### config.mk
export PLATFORM = sky130hd
export DESIGN_NAME = pwm_capture
export DESIGN_NICKNAME = d
export VERILOG_FILES = /design/src/rtl/pwm_capture_pkg.sv /design/src/rtl/pwm_capture_sync.sv /design/src/rtl/pwm_capture.sv
export SDC_FILE = /design/constraint.sdc
export NUM_CORES = 1
export LEC_CHECK = 0
export BUFFER_PORTS_ARGS = -buffer_cell sky130_fd_sc_hd__buf_4
export CORE_MARGIN = 4
export CORE_UTILIZATION = 35
export DETAILED_ROUTE_END_ITERATION = 10
export PLACE_DENSITY = 0.54
export SLEW_MARGIN = 10
export SYNTH_ARGS = -nofsm -noshare
export SYNTH_HDL_FRONTEND = slang
export SYNTH_SLANG_ARGS = --single-unit
### constraint.sdc
create_clock -name clk_i -period 6.66 [get_ports clk_i]
set_input_delay 0.666 -clock clk_i [delete_from_list [all_inputs] [get_ports clk_i]]
set_output_delay 0.666 -clock clk_i [all_outputs]
set_load 0.01 [all_outputs]
### src/rtl/pwm_capture_pkg.sv
// Shared types for the PWM capture block: FSM states and the result record.
package pwm_capture_pkg;

    localparam int CntDwDefault = 16;

    typedef enum logic [1:0] {
        DISABLED = 2'd0,
        ARMED    = 2'd1,
        HIGH     = 2'd2,
        LOW      = 2'd3
    } pwm_cap_state_e;

    // Fields are sized for the default width; narrower instances zero-extend into them.
    typedef struct packed {
        logic [CntDwDefault-1:0] period;
        logic [CntDwDefault-1:0] high;
        logic                    sat;
        logic                    timeout;
        logic                    level;
    } pwm_cap_meas_t;

endpackage

### src/rtl/pwm_capture_sync.sv
// Two-flop synchroniser for the PWM pin, optional inversion and single-cycle edge pulses.
module pwm_capture_sync (
    input  logic clk_i,
    input  logic rst_ni,
    input  logic pwm_i,
    input  logic invert_i,
    output logic level_o,
    output logic rise_o,
    output logic fall_o
);

    logic meta_q;
    logic sync_q;
    logic level_q;

    always_ff @(posedge clk_i or negedge rst_ni) begin
        if (!rst_ni) begin
            meta_q  <= 1'b0;
            sync_q  <= 1'b0;
            level_q <= 1'b0;
        end else begin
            meta_q  <= pwm_i;
            sync_q  <= meta_q;
            level_q <= level_o;
        end
    end

    assign level_o = sync_q ^ invert_i;
    assign rise_o  = level_o & ~level_q;
    assign fall_o  = ~level_o & level_q;

endmodule

### src/rtl/pwm_capture.sv
// PWM capture: measures period (rise to rise) and high time (rise to fall) in prescaled
// ticks and hands each result over through a one-entry valid/ready register.
//
// state    | meaning
// DISABLED | capture off, counters held at zero
// ARMED    | waiting for a rise; any partial first period is discarded
// HIGH     | line high, high time accumulating
// LOW      | line low, waiting for the rise that closes the period
module pwm_capture
    import pwm_capture_pkg::*;
#(
    parameter int CntDw = CntDwDefault
) (
    input  logic             clk_i,
    input  logic             rst_ni,
    input  logic             en_i,
    input  logic             clr_i,
    input  logic             invert_i,
    input  logic [CntDw-1:0] clk_div_i,
    input  logic [CntDw-1:0] timeout_i,
    input  logic             pwm_i,
    output logic             meas_valid_o,
    input  logic             meas_ready_i,
    output logic [CntDw-1:0] meas_period_o,
    output logic [CntDw-1:0] meas_high_o,
    output logic             meas_sat_o,
    output logic             meas_timeout_o,
    output logic             meas_level_o,
    output logic             drop_o
);

    localparam logic [CntDw-1:0] CntMax = {{(CntDw-1){1'b1}}, 1'b0};

    logic level, rise, fall;

    pwm_capture_sync u_sync (
        .clk_i    (clk_i),
        .rst_ni   (rst_ni),
        .pwm_i    (pwm_i),
        .invert_i (invert_i),
        .level_o  (level),
        .rise_o   (rise),
        .fall_o   (fall)
    );

    pwm_cap_state_e   state_q, state_d;
    logic [CntDw-1:0] pre_q, cnt_q, cnt_inc;
    logic [CntDw-1:0] hi_q, hi_d;
    logic             sat_q;
    logic             clear_all, cnt_clr, produce, to_fire, timeout_hit;
    pwm_cap_meas_t    meas_q, meas_new;
    logic             valid_q, drop_q;

    assign cnt_inc     = cnt_q + CntDw'(1);
    assign clear_all   = clr_i | ~en_i;
    assign timeout_hit = (timeout_i != '0) && (cnt_inc >= timeout_i);

    always_comb begin
        state_d  = state_q;
        hi_d     = hi_q;
        cnt_clr  = 1'b0;
        produce  = 1'b0;
        to_fire  = 1'b0;
        meas_new = '0;
        if (clear_all) begin
            state_d = en_i ? ARMED : DISABLED;
            cnt_clr = 1'b1;
        end else begin
            case (state_q)
                DISABLED: begin
                    state_d = ARMED;
                    cnt_clr = 1'b1;
                end
                ARMED: begin
                    cnt_clr = rise | fall;
                    if (rise) state_d = HIGH;
                end
                HIGH: begin
                    if (fall) begin
                        hi_d    = cnt_inc;
                        state_d = LOW;
                    end else if (timeout_hit) begin
                        to_fire = 1'b1;
                    end
                end
                LOW: begin
                    if (rise) begin
                        produce         = 1'b1;
                        cnt_clr         = 1'b1;
                        meas_new.period = CntDwDefault'(cnt_inc);
                        meas_new.high   = CntDwDefault'(hi_q);
                        meas_new.sat    = sat_q;
                        state_d         = HIGH;
                    end else if (timeout_hit) begin
                        to_fire = 1'b1;
                    end
                end
                default: state_d = DISABLED;
            endcase
            // A timeout record carries only the line level; period and high stay zero.
            if (to_fire) begin
                produce          = 1'b1;
                cnt_clr          = 1'b1;
                meas_new.timeout = 1'b1;
                meas_new.level   = level;
                state_d          = ARMED;
            end
        end
    end

    always_ff @(posedge clk_i or negedge rst_ni) begin
        if (!rst_ni) begin
            state_q <= DISABLED;
            hi_q    <= '0;
        end else begin
            state_q <= state_d;
            hi_q    <= hi_d;
        end
    end

    // Counter saturates one below all-ones so the reported cnt+1 never wraps.
    always_ff @(posedge clk_i or negedge rst_ni) begin
        if (!rst_ni) begin
            pre_q <= '0;
            cnt_q <= '0;
            sat_q <= 1'b0;
        end else if (cnt_clr) begin
            pre_q <= '0;
            cnt_q <= '0;
            sat_q <= 1'b0;
        end else if (pre_q >= clk_div_i) begin
            pre_q <= '0;
            if (cnt_q == CntMax) sat_q <= 1'b1;
            else                 cnt_q <= cnt_inc;
        end else begin
            pre_q <= pre_q + CntDw'(1);
        end
    end

    always_ff @(posedge clk_i or negedge rst_ni) begin
        if (!rst_ni) begin
            valid_q <= 1'b0;
            drop_q  <= 1'b0;
            meas_q  <= '0;
        end else begin
            if (clr_i) drop_q <= 1'b0;
            if (clear_all) begin
                valid_q <= 1'b0;
            end else if (produce) begin
                if (!valid_q || meas_ready_i) begin
                    valid_q <= 1'b1;
                    meas_q  <= meas_new;
                end else begin
                    drop_q <= 1'b1;
                end
            end else if (meas_ready_i) begin
                valid_q <= 1'b0;
            end
        end
    end

    assign meas_valid_o   = valid_q;
    assign meas_period_o  = meas_q.period[CntDw-1:0];
    assign meas_high_o    = meas_q.high[CntDw-1:0];
    assign meas_sat_o     = meas_q.sat;
    assign meas_timeout_o = meas_q.timeout;
    assign meas_level_o   = meas_q.level;
    assign drop_o         = drop_q;

endmodule
# Yosys cells after proc, flatten, opt, wreduce, memory -nomap -nowiden
# Cells that the tools add are included.
[op_classes]
n_reduce_logical = 15
n_mux = 37
magnitude_cmp = 2
n_bitwise = 9
add_sub_neg = 2
eq_ne = 8
[ops]
columns = ["operator", "count"]
rows = [
  ["$mux W16", 5],
  ["$mux W33", 2],
  ["$add A16 B1 Y16 const B", 2],
  ["$ge A16 B16 Y1", 2],
  ["$mux W1", 22],
  ["$eq A16 B16 Y1 const B", 1],
  ["$reduce_bool A16 Y1", 1],
  ["$mux W2", 5],
  ["$reduce_and A2 Y1", 4],
  ["$pmux W2 S3", 1],
  ["$reduce_and A3 Y1", 2],
  ["$eq A2 B2 Y1 const B", 2],
  ["$ne A4 B1 Y1 const B", 1],
  ["$ne A4 B4 Y1 const B", 1],
  ["$not A1 Y1", 4],
  ["$reduce_bool A2 Y1", 2],
  ["$ne A3 B2 Y1 const B", 1],
  ["$pmux W1 S3", 1],
  ["$reduce_bool A3 Y1", 1],
  ["$and A1 B1 Y1", 2],
  ["$eq A2 B1 Y1 const B", 1],
  ["$logic_not A2 Y1", 1],
  ["$ne A2 B2 Y1 const B", 1],
  ["$or A1 B1 Y1", 2],
  ["other kinds (6)", 6],
]
[word_totals]
output_inout_bits = 37
regBits = 91
input_bits = 39
wordCells = 88

# Longest topological paths before layout
# Gate-level depths: netlist (run 1).
[depth]
word_depth = 11
mapped_depth = 16
mapped_depth_nobuf = 14

# By module
# Synthesis (run 1) repeated with hierarchy kept, for this count alone.
[unflattened]
cells_unflattened = 475
area_unflattened_um2 = 4779.6
[modules_own_cells]
columns = ["module", "area_per_inst_um2", "instances", "cells_each", "seq_area_each_um2"]
rows = [
  ["pwm_capture", 4682.0, 1, 468, 2202.1],
  ["pwm_capture_sync", 97.6, 1, 7, 75.1],
]

# Worst setup path before layout (run 1)
# OpenSTA, ideal clock, no wires.
[synth_timing]
path_type = "register -> register"
startpoint = "register cnt_q[0]"
endpoint = "register cnt_q[10]"
setup_ps = 130
stages_incl_launch_ff = 17
path_slack_ps = 2957
period_less_slack_ps = 3703
required_ps = 6530
arrival_ps = 3573
n_path_buf = 2
path_cell_list = "dfrtp_1 -> ha_1 -> nand3_1 -> or2_2 -> nor2_1 -> nand3_1 -> xor2_1 -> inv_1 -> ha_1 -> nand4_1 -> or4_1 -> o32a_1 -> a21oi_4 -> nand2b_1 -> buf_4 -> buf_6 -> a21oi_1"
[synth_via]
elab_chain_cells = 11
elab_cells_between_ends = 17
cone_classes = "add/sub (1); order compare (1); eq/ne (2); mux (10); reduce/logical (3)"
[synth_rtl]
columns = ["element", "line_no", "source"]
rows = [
  ["start: declaration", "pwm_capture.sv:47", "logic [CntDw-1:0] pre_q, cnt_q, cnt_inc;"],
  ["start signal: assignment", "pwm_capture.sv:134", "else cnt_q <= cnt_inc;"],
  ["$add A16 B1 Y16 (*)", "pwm_capture.sv:54", "assign cnt_inc = cnt_q + CntDw'(1);"],
  ["named net cnt_inc[14]", "pwm_capture.sv:47", ""],
  ["$ge A16 B16 Y1 (*)", "pwm_capture.sv:56", "assign timeout_hit = (timeout_i != '0) && (cnt_inc >= timeout_i);"],
  ["$logic_and A1 B1 Y1 (*)", "pwm_capture.sv:56", ""],
  ["$mux W1 (*)", "pwm_capture.sv:82, pwm_capture.sv:94", ""],
  ["$mux W1 (on tied branches)", "pwm_capture.sv:87, pwm_capture.sv:79", ""],
  ["$pmux W1 S2 (*)", "pwm_capture.sv:69", "case (state_q)"],
  ["$mux W1 (*)", "pwm_capture.sv:65", "if (clear_all) begin"],
  ["$mux W1 (*)", "pwm_capture.sv:101", "if (to_fire) begin"],
  ["$mux W1 (*)", "pwm_capture.sv:65", ""],
  ["$ne A2 B2 Y1 (no line) or $reduce_bool A2 Y1 (tied branches)", "-", ""],
  ["$reduce_and A2 Y1 (no line)", "-", ""],
]
# Mark *: on every way through the listed nets, which the timed path passes. The rest lies on a longest branch. The select of a mux whose other input is x is not followed.
# A chain may end at the register's enable or synchronous reset.

# Worst setup path after layout (run 1)
[layout_timing]
startpoint = "register cnt_q[0]"
endpoint = "register cnt_q[3]"
# The elaborated chain is that of the path after synthesis.

==> impl_metrics.ini, run 1 <==
[worst_setup_path]
cp-start-kind = flop
cp.arrival_ps = 4670
end_kind = flop
cp_max_fo = 17
crit_required_ps = 6850
crit_type = reg -> reg
r2r_slack_ps = 2180

[status]
status = finished clean

[grt]
grtUsageMet3 = 0.0330
antenna_found_initial = 0
grt_pass1_wl_mm = 19.9
overflow = 0
grt_pass1_vias = 3865
grt_max_degree = 66
grt_util_met1 = 0.211
grt.total_usage = 0.157
grt-busiest-layer = met2
use_met2 = 0.254

[die]
core_area_um2 = 13400
die_y_um = 126
die_area_um2 = 15800
num_rows = 42
fp.dieW_um = 126
design.portCount = 76
start_util = 0.363

[clock_tree]
numCtsBuffers = 9
cts_tree = yes
clkSlewWorstSetupHoldPaths_ps = 70
root_buffer = clkbuf_16
cts_sinks = 91
post-cts-setup-buffer-count = 0
insertion_delay_ps = 350
cts_repair_resize_count = 0
htree_levels = 3
clk_path_buf_depth = 2
holdBufCountCts = 0

[detailed_routing]
route.detailed.drc = 0
postRouteAntennaNets = 0
finalWirelength_mm = 12.2
drtIter0Drc = 210
vias = 3837
via_per_inst = 5.29
routedWlPerCell_um = 16.8
firstDrtPassIters = 4

[synthesis]
synth.distinct_cells = 48
ys_seq_area_frac = 0.469
synth_edf_count = 0
yosys.area_share.xor_xnor = 0.0523
ys_top_cells_by_area = dfrtp_1 (47%), ha_1 (9.5%), a22o_1 (5.8%)
synth_seq_cells = 91
synth.top_cell.area_share = 0.469
synth_warnings = 0
syn_area_per_cell_um2 = 10.2
async_flop_share = 1.00
synth_top_family_by_area = compound AO/OA/AOI/OAI gates
synth_flop_cell = dfrtp_1
synthMuxAreaShare = 0.0209
syn_area_um2 = 4860
yosysTopAreaCell = dfrtp_1
synth-compound-area-share = 0.162
synth_cells = 476
synthAdderAreaFrac = 0.0953
synthesis.nets = 552
synthSimpleGateAreaFrac = 0.141

[layout]
final_cell_mix = dfrtp_1 (91), buf_4 (78), inv_1 (47)
final_common_cell = dfrtp_1
final.fill_count = 1302
layoutNonFillerInstCount = 726
antenna_cells = 0
area_growth_pct = 20.2
drive_gt1_frac = 0.205
nets = 621
fin_util = 0.436

[sta]
relSlewSlack = 0.345
period_minus_slack_ps = 4480
final_hold_viol_count = 0
worst_slack_ps = 2180
finalCritPeriodShare = 0.672
maxClockFrequency_ghz = 0.223
tightestPinTransition_ps = 977
finalSetupViolCount = 0
finalMaxSlewViolations = 0
rsz0062_at_grt = false
hold_ws_ps = 233
fin_skew_ps = 8.30
fin_setup_tns_ps = 0

[placed_design]
hpwl_mm = 9.07
placedCellCount = 710
routabilityCongestion = 0.876
port_buffers = 75
pre_cts_ws_ps = 2180

[power_and_ir_drop]
ir_drop_uv = 109
p_leak_nw = 2.85
power.density_nw_per_um2 = 190

[worst_hold_path]
hold_path.class = in -> async

[job]
max_cap_viol_count = 0
## through the flow
stage / total power, W / cell area [um^2]
global placement: 0.000634 / 5560
CTS: 0.00113 / 5840
detailed placement: 0.000635 / 5560
floorplan: 0.000596 / 4860
finish: 0.00111 / 5840
global route: 0.00117 / 5840
## routing by layer
metal | vias up | wire length (um)
met3 | 10 | 434
met1 | 1930 | 5770
met2 | 60 | 5780
met5 | - | 0
met4 | 0 | 184
li1 | 1837 | -
## report_power, final
group          internal, W  switching, W
Clock             0.000260      0.000229
Combinational    0.0000275     0.0000371
Sequential        0.000556    0.00000305
## sequential cells by signal (all words and copies together) (netlist names)
| register | cells |
|---|---|
| meas_period_o | 16 |
| meas_valid_o | 1 |
| meas_timeout_o | 1 |
| u_sync.sync_q | 1 |
| u_sync.meta_q | 1 |
| meas_sat_o | 1 |
| pre_q | 16 |
| state_q | 2 |
| drop_o | 1 |
| hi_q | 16 |
| meas_level_o | 1 |
| cnt_q | 16 |
| meas_high_o | 16 |
| u_sync.level_q | 1 |
| sat_q | 1 |
## critical path, cell delays in order, from the launching register on
cell      delay, ps
dfrtp_1         440
ha_1            230
nand3_1         220
or2_2           400
nor2_1          240
nand3_1         120
xor2_1          290
inv_1            80
ha_1            300
nand4_1         110
or4_1           510
o32a_1          360
a21oi_4         270
nand2b_1        620
a311oi_1        110
## cell families after synthesis
kind of cell             count (synthesis)
AND/OR/NAND/NOR                        134
AO/OA/AOI/OAI                          109
flip-flops                              91
buffers and inverters                   67
adder cells (fa/ha/maj)                 37
XOR/XNOR                                29
multiplexers                             9
## cells in the mapped netlist (2+ instances only)
library cell	count
or3_1	6
and3_1	5
nor3_1	5
o32ai_1	2
nand4_1	10
buf_4	2
dfrtp_1	91
or2_2	3
a311oi_1	2
inv_1	47
a211oi_1	4
and4_1	2
clkbuf_1	11
buf_6	4
or3b_2	2
xor2_1	16
ha_1	37
a21oi_1	27
nand2b_1	7
o31ai_1	7
o2bb2ai_1	2
mux2_2	9
o21ai_0	17
a22o_1	32
o21a_1	2
or4_1	8
nand3_1	16
nor2_1	33
nand2_1	28
xnor2_1	13
a21o_1	2
o2111ai_1	3
nor4_1	5
buf_2	2
## path summary, 6_finish.rpt
path,endpoint,cells after the start,from
hold reg to reg,u_sync.sync_q,0,u_sync.meta_q
setup reg to reg,cnt_q[3],14,cnt_q[0]
setup / recovery,cnt_q[3],14,cnt_q[0]
hold / removal,pre_q[3],1,rst_ni
min in group clk_i,u_sync.sync_q,0,u_sync.meta_q
max in group asynchronous,cnt_q[1],2,rst_ni
## cell type report
type | instances | area [um^2] | share of cell area
well taps | 176 | 220 | 0.0377
flip-flops and latches | 91 | 2280 | 0.390
inverters | 47 | 176 | 0.0302
multi-input cells | 318 | 2300 | 0.393
clock buffers | 9 | 225 | 0.0386
clock inverters | 7 | 61.3 | 0.0105
repair buffers | 78 | 586 | 0.100
Note: power is estimated with default switching activity, not from simulation.
==> inputs of run 2 (changes only) <==
PLACE_DENSITY = 0.56   (was 0.54)
clock period = 3.8 ns   (was 6.66 ns; I/O delays follow)
==> impl_metrics.ini, run 2 (synthesis results as in run 1) <==
[sta]
fin_skew_ps = 6.46
hold_ws_ps = 136
finalCritPeriodShare = 0.971
relSlewSlack = 0.326
period_minus_slack_ps = 3690
final_hold_viol_count = 0
maxClockFrequency_ghz = 0.271
finalMaxSlewViolations = 0
finalSetupViolCount = 0
tightestPinTransition_ps = 1000
rsz0062_at_grt = true

[worst_hold_path]
hold_path.class = in -> async

[placed_design]
port_buffers = 75
hpwl_mm = 9.19
post_dp_cell_area_um2 = 5740
routabilityCongestion = 0.904

[worst_setup_path]
worst_path_max_delay_cell = or4_1
path_cells = ha_2, nand3_2, or2_4, nor2_4, nand3_2, xor2_2, inv_1, ha_1, nand4_1, or4_1, o32a_1, a21oi_4, o21ai_4, buf_12, a22o_1
crit_required_ps = 4020
cp_common_cell = nand3_2
cpPeakStageDelay_ps = 540
cp.arrival_ps = 3920
cp-start-kind = flop
cp_max_fo = 22
crit_type = reg -> reg
end_kind = flop

[status]
status = finished clean

[detailed_routing]
postRouteAntennaNets = 0
firstDrtPassIters = 4
finalWirelength_mm = 12.2
drtIter0Drc = 145
via_per_inst = 5.11
vias = 3871
route.detailed.drc = 0
routedWlPerCell_um = 16.0

[layout]
multi_input_area_um2 = 2380
area_growth_pct = 28.8
seqCellArea_um2 = 2280
nets = 653
drive_gt1_frac = 0.273
final_cell_area_um2 = 6260
final_common_cell = buf_4
antenna_cells = 0
final_cell_mix = buf_4 (106), dfrtp_1 (89), inv_1 (47)
final.fill_count = 1249

[power_and_ir_drop]
ir_drop_uv = 187
power.density_nw_per_um2 = 328
p_leak_nw = 3.06

[clock_tree]
numCtsBuffers = 9
root_buffer = clkbuf_16
insertion_delay_ps = 340
htree_levels = 3
holdBufCountCts = 0
cts_tree = yes
clkSlewWorstSetupHoldPaths_ps = 70
clk_path_buf_depth = 2
cts_sinks = 91

[die]
die_y_um = 126
num_rows = 42
fp.dieW_um = 126
die_area_um2 = 15800
core_area_um2 = 13400
start_util = 0.363
design.portCount = 76

[grt]
antenna_found_initial = 0
overflow = 0
grt_max_degree = 68
grt_pass1_wl_mm = 19.8
grt.total_usage = 0.155
grt_pass1_vias = 3841

[job]
max_cap_viol_count = 0
## run 2: changes by cell type in the layout (fill, tap and decap cells not counted), sizes merged
cell,change
clkbuf,+1
bufinv,+2
buf,+31
clkinvlp,-1
clkinv,-1
## run 2: final timing paths
| kind | startpoint | endpoint | slack, ps | cells after the start |
|---|---|---|---|---|
| max in group asynchronous | rst_ni | cnt_q[2] | 2760 | 2 |
| setup reg to reg | cnt_q[1] | meas_high_o[15] | 110 | 15 |
| hold reg to reg | u_sync.meta_q | u_sync.sync_q | 360 | 0 |
| hold / removal | rst_ni | pre_q[1] | 140 | 1 |
| min in group clk_i | pwm_i | u_sync.meta_q | 150 | 1 |
| setup / recovery | cnt_q[1] | meas_high_o[15] | 110 | 15 |
## run 2: cell type report
cell class / count / area share
timing repair buffer: 110 / 0.140
clock buffer: 9 / 0.0360
tap: 176 / 0.0352
sequential: 91 / 0.364
inverter: 47 / 0.0282
multi-input combinational: 318 / 0.381
clock inverter: 7 / 0.0158
## run 2: per-layer routing
layer	GRT usage	vias up	wire length [um]	share of wire
met1	0.208	1874	5510	0.45
met3	0.0326	7	633	0.052
li1	-	1904	-	-
met4	0.0486	0	125	0.010
met2	0.253	86	5890	0.48
met5	0	-	0	0
## run 2: power by group
group          internal (W)  switching, W  total, W
Clock              0.000583      0.000376  0.000958
Combinational     0.0000510     0.0000653  0.000116
Sequential         0.000974    0.00000536  0.000980
Total               0.00161      0.000446   0.00205
## run 2: worst max-delay path, delay by kind of cell, from the launching register on
kind	cells	cell delay, ps
DFF	1	400
xor gates and xnor gates	1	190
AOI/OAI and AO/OA	4	980
and+or+nand+nor	6	1270
buffers and inverters	2	240
adders and majority gates	2	500
## run 2: stage by stage
stage	utilization	power, W	instances	worst slack [ps]	setup TNS (ps)
6_report	0.467	0.00205	758	109	0
5_1_grt	0.467	0.00215	758	-42.6	-974
4_1_cts	0.453	0.00209	750	70.9	0
3_5_place_dp	0.429	0.00111	734	92.0	0
3_3_place_gp	0.429	0.00111	734	203	0
2_1_floorplan	-	0.00105	476	97.0	0
## run 2: repair_timing
| item | 4_1_cts | 5_1_grt |
|---|---|---|
| buffers inserted | 0 | 7 |
| gates resized for setup | 0 | 23 |
| endpoints found under the setup margin | 0 | 68 |
| hold endpoints to repair | 0 | 0 |
==> inputs of run 3 (changes only) <==
CORE_UTILIZATION = 40   (was 35)
PLACE_DENSITY = 0.62   (was 0.56)
SKIP_CTS_REPAIR_TIMING = 1   (was default)
==> impl_metrics.ini, run 3 (synthesis results as in run 1) <==
[status]
status = finished clean

[sta]
maxClockFrequency_ghz = 0.268
fin_setup_tns_ps = 0
period_minus_slack_ps = 3730
finalMaxSlewViolations = 0
final_hold_viol_count = 0
relSlewSlack = 0.353
worst_slack_ps = 74.4
tightestPinTransition_ps = 971
fin_skew_ps = 12.0
finalSetupViolCount = 0
finalCritPeriodShare = 0.980

[clock_tree]
insertion_delay_ps = 340
clkSlewWorstSetupHoldPaths_ps = 70
cts_sinks = 91
numCtsBuffers = 9
root_buffer = clkbuf_16
cts_tree = yes
htree_levels = 3
clk_path_buf_depth = 2

[placed_design]
routabilityCongestion = 0.915
pre_cts_ws_ps = -101
placedCellCount = 700
hpwl_mm = 8.71
port_buffers = 75

[detailed_routing]
finalWirelength_mm = 12.9
route.detailed.drc = 0
routedWlPerCell_um = 17.6
vias = 3985
postRouteAntennaNets = 0
via_per_inst = 5.44
drtIter0Drc = 223
firstDrtPassIters = 4

[worst_hold_path]
min_to = u_sync.meta_q
min_from = pwm_i
hold_path.class = in -> reg
hold-path-cell-count = 1

[grt]
grt_pass1_vias = 3869
overflow = 0
grt_pass1_wl_mm = 19.4
grt.total_usage = 0.170
grt_max_degree = 71
antenna_found_initial = 0

[layout]
layoutNonFillerInstCount = 733
area_growth_pct = 28.7
drive_gt1_frac = 0.293
final_common_cell = buf_4
final_cell_mix = buf_4 (112), dfrtp_1 (88), inv_1 (45)
nets = 661
antenna_cells = 0

[worst_setup_path]
timing.rr.end = meas_period_o[6]
r2r-start = cnt_q[11]
crit_type = reg -> reg
cp-start-kind = flop
end_kind = flop
crit_required_ps = 4030
r2r_slack_ps = 70
cp.arrival_ps = 3960
cp_max_fo = 8
r2r_cells = 13

[die]
start_util = 0.417
die_area_um2 = 14000
design.portCount = 76
die_y_um = 118
fp.dieW_um = 118
core_area_um2 = 11700
num_rows = 39

[power_and_ir_drop]
ir_drop_uv = 196
p_leak_nw = 3.04
power.density_nw_per_um2 = 317

[job]
max_cap_viol_count = 0
-- run 3: area by class of cell --
cell class	instances	area, um^2
clock buffers	10	239
clock inverters	6	55.1
fillers	1007	5410
inverters	47	176
multi-input cells	322	2460
flip-flops and latches	91	2280
well taps	143	179
repair buffers	114	863
-- run 3: layer usage --
metal  wire [um]  part of all wire  track usage
met3         465             0.036       0.0301
met5           0                 0            0
met4         166             0.013       0.0440
met2        6180              0.48        0.275
met1        6100              0.47        0.237
-- run 3: through the flow --
stage | cell area, um^2 | hold slack (ps) | power, W | util
final | 6260 | 145 | 0.00198 | 0.536
after global routing | 6260 | 136 | 0.00206 | 0.536
after CTS | 5980 | 136 | 0.00200 | 0.512
after detailed placement | 5680 | 342 | 0.00111 | 0.487
after global placement | 5680 | 336 | 0.00111 | 0.487
after floorplan | 4860 | 84.4 | 0.00105 | -
-- run 3: how the worst max path moves through the flow --
stage | from | end | slack, ps | cells after the start
2_1_floorplan | cnt_q[0] | cnt_q[10] | 100 | 16
3_3_place_gp | cnt_q[0] | meas_high_o[12] | 10 | 15
3_5_place_dp | cnt_q[0] | meas_high_o[1] | -100 | 15
4_1_cts | cnt_q[0] | meas_period_o[8] | -120 | 15
5_1_grt | cnt_q[1] | meas_level_o | -70 | 15
6_report | cnt_q[11] | meas_period_o[6] | 70 | 13
-- run 3: power breakdown --
part | internal (W) | total [W] | switching [W]
Combinational | 0.0000511 | 0.000119 | 0.0000677
Clock | 0.000476 | 0.000887 | 0.000411
Sequential | 0.000974 | 0.000979 | 0.00000534
-- run 3: critical path: stages (launching register included) --
cell and delay (ps):
dfrtp_2 430, nand4_1 170, or2_2 370, nor3_2 140
xnor2_1 160, inv_1 110, ha_1 340, nand4_1 140
or4_1 540, o32a_1 420, a21oi_4 220, buf_6 160
o21ai_2 150, a22o_1 260
